$ cat src/rtl/opentdc_pkg.sv
// rtl/opentdc_pkg.sv - register map, event entry layout and status bit positions
package opentdc_pkg;

  // Register window, selected by wbs_adr_i[3:2]
  typedef enum logic [1:0] {
    REG_STATUS = 2'd0,
    REG_DATA   = 2'd1,
    REG_CTRL   = 2'd2,
    REG_COARSE = 2'd3
  } reg_addr_e;

  // Event entry layout (bit 24 is always zero)
  localparam int EV_EDGE_BIT   = 31;
  localparam int EV_FINE_LSB   = 25;
  localparam int EV_FINE_W     = 6;
  localparam int EV_COARSE_LSB = 0;

  // STATUS bits; the fill count sits at [DEPTH_LOG2:0]
  localparam int ST_EMPTY_BIT = 8;
  localparam int ST_FULL_BIT  = 9;
  localparam int ST_OVF_BIT   = 10;

  // CTRL bits
  localparam int CTRL_EN_BIT    = 0;
  localparam int CTRL_CLR_BIT   = 1;
  localparam int CTRL_IRQEN_BIT = 2;

endpackage

$ cat src/rtl/opentdc_therm2bin.sv
// rtl/opentdc_therm2bin.sv - thermometer to binary fine-code encoder, bubble tolerant
module opentdc_therm2bin #(
  parameter int NTAPS = 32,
  parameter int FW    = $clog2(NTAPS + 1)
) (
  input  logic [NTAPS-1:0] i_tap,
  output logic [FW-1:0]    o_fine
);

  // Index of the lowest zero tap; scanning downward lets the lowest zero win,
  // so bubbles above it have no effect. All ones encodes as NTAPS.
  always_comb begin
    o_fine = FW'(NTAPS);
    for (int i = NTAPS - 1; i >= 0; i--) begin
      if (!i_tap[i]) begin
        o_fine = FW'(i);
      end
    end
  end

endmodule

$ cat src/rtl/opentdc_evfifo.sv
// rtl/opentdc_evfifo.sv - TDC event encoder, timestamp FIFO and Wishbone readout window
module opentdc_evfifo
  import opentdc_pkg::*;
#(
  parameter int NTAPS      = 32,
  parameter int COARSE_W   = 24,
  parameter int DEPTH_LOG2 = 3
) (
  input  logic             wb_clk_i,
  input  logic             rst_n_i,
  input  logic             ev_valid_i,
  input  logic [NTAPS-1:0] ev_tap_i,
  input  logic             ev_edge_i,
  input  logic             wbs_stb_i,
  input  logic             wbs_cyc_i,
  input  logic             wbs_we_i,
  input  logic [3:0]       wbs_sel_i,
  input  logic [31:0]      wbs_adr_i,
  input  logic [31:0]      wbs_dat_i,
  output logic             wbs_ack_o,
  output logic [31:0]      wbs_dat_o,
  output logic             irq_o
);

  localparam int FW    = $clog2(NTAPS + 1);
  localparam int DEPTH = 2 ** DEPTH_LOG2;

  logic [FW-1:0]         w_fine;
  logic [31:0]           w_entry;
  logic [31:0]           w_rdata;
  logic                  w_req;
  logic                  w_wr_ctrl;
  logic                  w_clr;
  logic                  w_pop;
  logic                  w_push_req;
  logic                  w_push;
  logic                  w_empty;
  logic                  w_full;
  logic                  w_unused;

  logic [COARSE_W-1:0]   r_coarse;
  logic                  r_en;
  logic                  r_irq_en;
  logic                  r_ovf;
  logic                  r_irq;
  logic [31:0]           r_mem [DEPTH];
  logic [DEPTH_LOG2-1:0] r_wr_ptr;
  logic [DEPTH_LOG2-1:0] r_rd_ptr;
  logic [DEPTH_LOG2:0]   r_count;
  logic                  r_ack;
  reg_addr_e             r_adr;
  logic                  r_we;
  logic                  r_sel0;
  logic [2:0]            r_wdat;

  opentdc_therm2bin #(
    .NTAPS (NTAPS),
    .FW    (FW)
  ) u_therm2bin (
    .i_tap  (ev_tap_i),
    .o_fine (w_fine)
  );

  assign w_unused = &{1'b0, wbs_sel_i[3:1], wbs_adr_i[31:4], wbs_adr_i[1:0], wbs_dat_i[31:3]};

  assign w_empty    = (r_count == '0);
  assign w_full     = (r_count == (DEPTH_LOG2 + 1)'(DEPTH));
  // A request is only taken while no ack is out, so back-to-back requests are spaced
  assign w_req      = wbs_stb_i & wbs_cyc_i & ~r_ack;
  // Register side effects are committed at the end of the ack cycle
  assign w_wr_ctrl  = r_ack & r_we & r_sel0 & (r_adr == REG_CTRL);
  assign w_clr      = w_wr_ctrl & r_wdat[CTRL_CLR_BIT];
  assign w_pop      = r_ack & ~r_we & (r_adr == REG_DATA) & ~w_empty;
  assign w_push_req = ev_valid_i & r_en;
  assign w_push     = w_push_req & (~w_full | w_pop);

  // Pack edge, fine code and the coarse value current in the event cycle
  always_comb begin
    w_entry = '0;
    w_entry[EV_EDGE_BIT] = ev_edge_i;
    w_entry[EV_FINE_LSB +: FW] = w_fine;
    w_entry[EV_COARSE_LSB +: COARSE_W] = r_coarse;
  end

  // Latch the request and raise a single-cycle ack
  always_ff @(posedge wb_clk_i) begin
    if (!rst_n_i) begin
      r_ack  <= 1'b0;
      r_adr  <= REG_STATUS;
      r_we   <= 1'b0;
      r_sel0 <= 1'b0;
      r_wdat <= '0;
    end else begin
      r_ack <= w_req;
      if (w_req) begin
        r_adr  <= reg_addr_e'(wbs_adr_i[3:2]);
        r_we   <= wbs_we_i;
        r_sel0 <= wbs_sel_i[0];
        r_wdat <= wbs_dat_i[2:0];
      end
    end
  end

  // Read mux over the register window, evaluated during the ack cycle
  always_comb begin
    w_rdata = '0;
    case (r_adr)
      REG_STATUS: begin
        w_rdata[DEPTH_LOG2:0]  = r_count;
        w_rdata[ST_EMPTY_BIT]  = w_empty;
        w_rdata[ST_FULL_BIT]   = w_full;
        w_rdata[ST_OVF_BIT]    = r_ovf;
      end
      REG_DATA: begin
        if (!w_empty) begin
          w_rdata = r_mem[r_rd_ptr];
        end
      end
      REG_CTRL: begin
        w_rdata[CTRL_EN_BIT]    = r_en;
        w_rdata[CTRL_IRQEN_BIT] = r_irq_en;
      end
      REG_COARSE: begin
        w_rdata[COARSE_W-1:0] = r_coarse;
      end
      default: begin
        w_rdata = '0;
      end
    endcase
  end

  assign wbs_ack_o = r_ack;
  assign wbs_dat_o = r_ack ? w_rdata : '0;

  // CTRL enable bits; clr is a pulse and is never stored
  always_ff @(posedge wb_clk_i) begin
    if (!rst_n_i) begin
      r_en     <= 1'b0;
      r_irq_en <= 1'b0;
    end else if (w_wr_ctrl) begin
      r_en     <= r_wdat[CTRL_EN_BIT];
      r_irq_en <= r_wdat[CTRL_IRQEN_BIT];
    end
  end

  // Free-running coarse timestamp, wraps naturally
  always_ff @(posedge wb_clk_i) begin
    if (!rst_n_i || w_clr) begin
      r_coarse <= '0;
    end else if (r_en) begin
      r_coarse <= r_coarse + COARSE_W'(1);
    end
  end

  // FIFO pointers, fill count and sticky overflow; clr beats a same-cycle push
  always_ff @(posedge wb_clk_i) begin
    if (!rst_n_i || w_clr) begin
      r_wr_ptr <= '0;
      r_rd_ptr <= '0;
      r_count  <= '0;
      r_ovf    <= 1'b0;
    end else begin
      if (w_push) begin
        r_wr_ptr <= r_wr_ptr + DEPTH_LOG2'(1);
      end
      if (w_pop) begin
        r_rd_ptr <= r_rd_ptr + DEPTH_LOG2'(1);
      end
      if (w_push && !w_pop) begin
        r_count <= r_count + (DEPTH_LOG2 + 1)'(1);
      end else if (!w_push && w_pop) begin
        r_count <= r_count - (DEPTH_LOG2 + 1)'(1);
      end
      if (w_push_req && !w_push) begin
        r_ovf <= 1'b1;
      end
    end
  end

  // Entry storage; contents are only visible through the count-guarded read path
  always_ff @(posedge wb_clk_i) begin
    if (w_push) begin
      r_mem[r_wr_ptr] <= w_entry;
    end
  end

  // Level interrupt, registered from the current fill state
  always_ff @(posedge wb_clk_i) begin
    if (!rst_n_i) begin
      r_irq <= 1'b0;
    end else begin
      r_irq <= r_irq_en & ~w_empty;
    end
  end

  assign irq_o = r_irq;

endmodule
$ cat config.mk
export PLATFORM = sky130hd
export DESIGN_NAME = opentdc_evfifo
export DESIGN_NICKNAME = d
export VERILOG_FILES = /design/src/rtl/opentdc_pkg.sv /design/src/rtl/opentdc_therm2bin.sv /design/src/rtl/opentdc_evfifo.sv
export SDC_FILE = /design/constraint.sdc
export NUM_CORES = 1
export LEC_CHECK = 0
export CAP_MARGIN = 25
export CORE_ASPECT_RATIO = 0.5
export CORE_MARGIN = 5
export CORE_UTILIZATION = 40
export DETAILED_ROUTE_END_ITERATION = 10
export GPL_ROUTABILITY_DRIVEN = 0
export GPL_TIMING_DRIVEN = 0
export SLEW_MARGIN = 15
export SYNTH_ARGS = -nofsm -noshare
export SYNTH_HDL_FRONTEND = slang
export SYNTH_HIERARCHICAL = 1
export SYNTH_SLANG_ARGS = --single-unit
export TNS_END_PERCENT = 100
$ cat constraint.sdc
create_clock -name wb_clk_i -period 15.31 [get_ports wb_clk_i]
set_input_delay 3.062 -clock wb_clk_i [delete_from_list [all_inputs] [get_ports wb_clk_i]]
set_output_delay 3.062 -clock wb_clk_i [all_outputs]
set_load 0.02 [all_outputs]
Yosys cells after proc, flatten, opt, wreduce, memory -nomap -nowiden
Memory sizes are Yosys's and may differ from the RTL's. A register that Yosys moved wholly into a read port is not among the register bits.
Cells that the tools add are included.
Operators by class
  add/sub/neg operators: 5
  equality and inequality tests: 4
  multiplexer cells: 48
  bitwise operators: 17
  reductions and logical operators: 10
Operator list (count)
  $mux W6: 32
  $mux W32: 2
  $pmux W13 S2: 1
  $add A24 B1 Y24 const B: 1
  $and A1 B1 Y1: 12
  $pmux W3 S3: 1
  $mux W4: 2
  $mux W8: 1
  $pmux W1 S4: 2
  $pmux W4 S2: 1
  $add A3 B1 Y3 const B: 2
  $mux W3: 2
  $pmux W1 S3: 2
  $add A4 B1 Y4 const B: 1
  $eq A2 B2 Y1 const B: 2
  $eq A4 B4 Y1 const B: 1
  $logic_not A4 Y1: 1
  $not A1 Y1: 4
  $sub A4 B1 Y4 const B: 1
  $logic_and A1 B1 Y1: 3
  $logic_not A1 Y1: 3
  $eq A2 B1 Y1 const B: 1
  $logic_not A2 Y1: 1
  $mux W1: 2
  3 further kinds: 3
Storage, ports and cells
  bits in registers: 46
  memory bits (writable): 248
  bits of input ports: 107
  memories kept: 1
Memories
  r_mem: depth 8, width 31, rd ports 1, clocked after Yosys merged registers in 1, write ports 1, RTL line opentdc_evfifo.sv:46  | logic [31:0] r_mem [DEPTH];

Depth between registers and ports, before layout
  depth in word-level cells: 32
  mapped depth: 11

Modules after synthesis
Netlist, hierarchy kept.
By module, submodules not included
  opentdc_evfifo: instances 1, cells an instance 688, area each 11877.6 um2, sequential area each 8428.1 um2
  opentdc_therm2bin: instances 1, cells an instance 72, area each 380.4 um2, sequential area each 0.0 um2

Worst setup path after synthesis
Ideal clock, no wire load.
  kind: input port to flip-flop
  start point: input port ev_valid_i
  end point: memory r_mem[1][0] (netlist name) (enable)
  arrival time: 6.671 ns
  required time: 14.802 ns
  path slack: 8.130 ns
  stages: 3
  path buffers: 0
  path through: nand2_1 > or2_2 > nor4b_1
Between the ends
  word-level cells in the longest chain between the ends: 4
Ends and longest elaborated chain
  start, declared: RTL line opentdc_evfifo.sv:11  | input logic ev_valid_i,
  $and A1 B1 Y1: RTL line opentdc_evfifo.sv:74  | assign w_push_req = ev_valid_i & r_en;
  $and A1 B1 Y1: RTL line opentdc_evfifo.sv:75  | assign w_push = w_push_req & (~w_full | w_pop);
  $mux W1: RTL line opentdc_evfifo.sv:182  | if (w_push) begin
  $mux W1 (implied by the code): RTL line opentdc_evfifo.sv:183  | r_mem[r_wr_ptr] <= w_entry;
  end, declared: RTL line opentdc_evfifo.sv:46
Every way passes these cells.

Final worst setup path
  start point: register r_count[1]
  end point: output port wbs_dat_o[16]
Between the ends
  word-level cells in the longest chain between the ends: 4
Ends and longest elaborated chain
  start, declared: RTL line opentdc_evfifo.sv:49  | logic [DEPTH_LOG2:0] r_count;
  start signal, assigned: RTL line opentdc_evfifo.sv:170  | r_count <= r_count + (DEPTH_LOG2 + 1)'(1);
  start signal, assigned: RTL line opentdc_evfifo.sv:172  | r_count <= r_count - (DEPTH_LOG2 + 1)'(1);
  $logic_not A4 Y1: RTL line opentdc_evfifo.sv:66  | assign w_empty = (r_count == '0);
  $mux W32: RTL line opentdc_evfifo.sv:115  | if (!w_empty) begin
  $pmux W13 S2: RTL line opentdc_evfifo.sv:107  | case (r_adr)
  $mux W32: RTL line opentdc_evfifo.sv:133  | assign wbs_dat_o = r_ack ? w_rdata : '0;
  end, declared: RTL line opentdc_evfifo.sv:21  | output logic [31:0] wbs_dat_o,
Every way passes these cells.

==> flow_metrics.py <==
metrics = {
    "status": {
        "outcome": "finished, final reports clean",
    },
    "setup_path": {
        "cp_top_family": "buffers and inverters",
        "cp_slowest_cell": "clkdlybuf4s50_1",
        "critPathRequiredTime_ps": 12250,
        "crit_buf_inv": 2,
        "end_kind": "primary output",
        "start_kind": "flop",
        "path_cells": "nor4_1 > nor3b_1 > nand2_1 > clkbuf_1 > o21ai_0 > clkdlybuf4s50_1",
        "cpPeakStageDelay_ps": 670,
        "crit_path_max_fanout": 10,
        "crit_arrival_ps": 3550,
        "worstSetupPathType": "flop to primary output",
    },
    "pwr": {
        "irDropWorstVdd_v": 0.0000757,
        "power-per-cell-area_nw_per_um2": 107,
        "finalPower_mw": 1.58,
        "p_leak_nw": 4.89,
    },
    "timing": {
        "min_period_over_period_pct": 43.2,
        "slew_violations": 0,
        "fmax_mhz": 151,
        "period_needed_ps": 6610,
        "worstMarginPinSlew_ps": 853,
        "maxSlewHeadroom_pct": 43.1,
        "rsz0062_at_grt": "no",
        "hold_viol": 0,
        "setup-tns-final_ps": 0,
        "setup_viol": 0,
        "finClkSkew_ps": 17.0,
    },
    "synth": {
        "ys_seq_area_share_pct": 68.8,
        "synthSimpleGateAreaFrac_pct": 7.84,
        "synth-xor-area-share_pct": 1.00,
        "syn_area_um2": 12300,
        "synth_top_family_by_area": "multiplexers",
        "yosys_warnings": 6,
        "syn_inst": 760,
        "synth_edf_count": 248,
        "synthesis.nets": 874,
        "ys_seq_elements": 297,
        "synthAdderAreaFrac_pct": 0.776,
        "post_synth.cell_area_avg_um2": 16.1,
        "synth_mux_area_share_pct": 14.8,
        "yosysUniqueCellTypes": 61,
        "ys.flop_type": "edfxtp_1",
        "async_flop_share_pct": 0,
        "synth_compound_area_share_pct": 4.70,
    },
    "clock_network": {
        "numCtsBuffers": 28,
        "cts-root-buf": "clkbuf_16",
        "path_clk_slew_ps": 70,
        "cts.sinks": 297,
        "insertion_delay_ps": 530,
        "post_cts_buffers": 0,
        "clockBufferDepth": 3,
        "cts_resized": 0,
        "ctsHoldBuffers": 0,
        "htree_levels": 1,
        "cts_tree": "yes",
    },
    "floorplan": {
        "die_y_um": 134,
        "rows": 45,
        "num_io_pins": 141,
        "start_util_pct": 40.5,
        "die_area_um2": 34500,
        "die_w_um": 258,
        "design.core.area_um2": 30300,
    },
    "detailed_routing": {
        "drt-wirelength-per-cell_um": 21.0,
        "met1_length_mm": 12.7,
        "dr_wl_met3_mm": 1.16,
        "first_pass_iters": 5,
        "ant_nets": 0,
        "top_layer_used": "met4",
        "dr_total_vias": 7177,
        "wirelength_mm": 27.8,
        "route.met2.wl_mm": 13.4,
        "vias_per_cell": 5.41,
        "drc": 0,
        "first_iter_violations": 525,
    },
    "global_route": {
        "grt_max_degree": 19,
        "grt_use_total_pct": 15.9,
        "overflow": 0,
        "antenna_found_initial": 0,
        "grt_first_pass_wirelength_mm": 43.0,
        "first_global_vias": 7325,
    },
    "job": {
        "drv_cap": 0,
    },
    "final_layout": {
        "multi_input_area_um2": 3620,
        "fillers": 2550,
        "layout-drive-gt1-share_pct": 20.4,
        "antenna_cells": 0,
        "regArea_um2": 8430,
        "fin_area_um2": 14800,
        "layout.nets": 1019,
        "syn_to_final_growth_pct": 20.8,
    },
    "placed_design": {
        "io_buffers": 77,
        "dpl.hpwl_mm": 19.4,
        "dpl-instance-area_um2": 13900,
    },
    "min_path": {
        "min_path_type": "flop to flop",
    },
}
-- layout make-up --
type | count | share of cell area, %
repair buffers | 115 | 7.37
clock buffers | 32 | 4.98
well taps | 399 | 3.37
plain buffers | 38 | 1.30
flip-flops and latches | 297 | 56.9
clock inverters | 20 | 1.21
inverters | 16 | 0.406
multi-input cells | 409 | 24.5
-- per-stage QoR --
stage | cells | util, % | setup slack (ps) | hold WS (ps)
4_1_cts | 1325 | 48.9 | 8270 | 497
2_1_floorplan | 760 | - | 8130 | 437
3_5_place_dp | 1273 | 45.8 | 8880 | 480
6_report | 1326 | 48.9 | 8700 | 494
5_1_grt | 1326 | 48.9 | 8460 | 523
3_3_place_gp | 1236 | 44.7 | 3750 | 471
-- report_power, final --
group | switching, mW | leakage, nW | internal (mW)
clock network | 0.302 | 0.450 | 0.385
registers | 0.00107 | 2.78 | 0.865
logic | 0.0144 | 1.66 | 0.0155
-- cell families after synthesis --
| logic type | count (synthesis) |
|---|---|
| AO/OA/AOI/OAI | 95 |
| XOR/XNOR | 14 |
| adder cells (fa/ha/maj) | 7 |
| other | 1 |
| AND/OR/NAND/NOR | 188 |
| multiplexers | 104 |
| flip-flops | 297 |
| buffers and inverters | 54 |
-- cell usage in the layout, fill, tap and decap left out, types with 3 or more instances in the layout --
master,instances
a21oi_1,29
a22o_1,3
a31oi_1,3
and3_1,4
buf_2,18
buf_4,26
buf_6,12
clkbuf_1,19
clkbuf_16,29
clkdlybuf4s50_1,77
clkinv_1,4
clkinv_2,5
clkinv_4,4
dfxtp_1,49
edfxtp_1,248
ha_1,6
inv_1,15
mux2i_1,40
mux4_2,62
nand2_1,50
nand2b_1,3
nand3_1,15
nand4_1,14
nor2_1,44
nor2b_1,6
nor3_1,6
nor3_2,3
o211ai_1,4
o21ai_0,33
o31ai_1,8
or3_1,11
or4_1,7
xnor2_1,7
xor2_1,7
-- final timing paths --
check,depth (start not counted),startpoint,slack [ps],to
worst min register to register,2,r_wdat[0]$_SDFFE_PN0P_,490,r_en$_SDFFE_PN0P_
worst max-delay path,6,r_count[1]$_SDFFE_PP0P_,8700,wbs_dat_o[16]
worst max register to register,10,r_count[1]$_SDFFE_PP0P_,12070,r_mem[6][4]$_DFFE_PP_
worst min-delay path,2,r_wdat[0]$_SDFFE_PN0P_,490,r_en$_SDFFE_PN0P_
-- registers in the layout, indices dropped and copies added, names as in the netlist, 2 cells and up, named ones only --
register  flops
r_count       4
r_rd_ptr      3
r_adr         2
r_wr_ptr      3
r_coarse     24
r_wdat        3
r_mem       248
-- synthesized netlist by cell type (6+ instances only) --
cell type    n  area (µm²)
mux2i_1     40         400
nor2b_1      6        37.5
edfxtp_1   248        7450
clkbuf_1    16        60.1
a21oi_1     29         145
nand3_1     15        75.1
or4_1        7        52.6
buf_2       13        65.1
dfxtp_1     49         981
ha_1         6        75.1
o21ai_0     33         165
nor3_1       9        45.0
o31ai_1      8        60.1
nand2_1     50         188
or3_1       11        68.8
nand4_1     14        87.6
xor2_1       7        61.3
nor2_1      45         169
inv_1       15        56.3
xnor2_1      7        61.3
mux4_2      62        1400
-- layer usage --
metal  GRT usage, %  vias up
met5              0        -
li1               -     3296
met2           26.8      179
met4           3.76        0
met3           2.16       36
met1           22.4     3666
-- worst reg2reg max path, stage by stage, from the launching register on --
cell	delay [ps]
dfxtp_1	500
nor4b_1	120
and2_1	190
or2_2	350
clkinv_1	180
nand2_1	200
nor3b_2	630
buf_6	240
buf_6	160
buf_4	170
buf_4	190
Note: power is estimated with default switching activity, not from simulation.
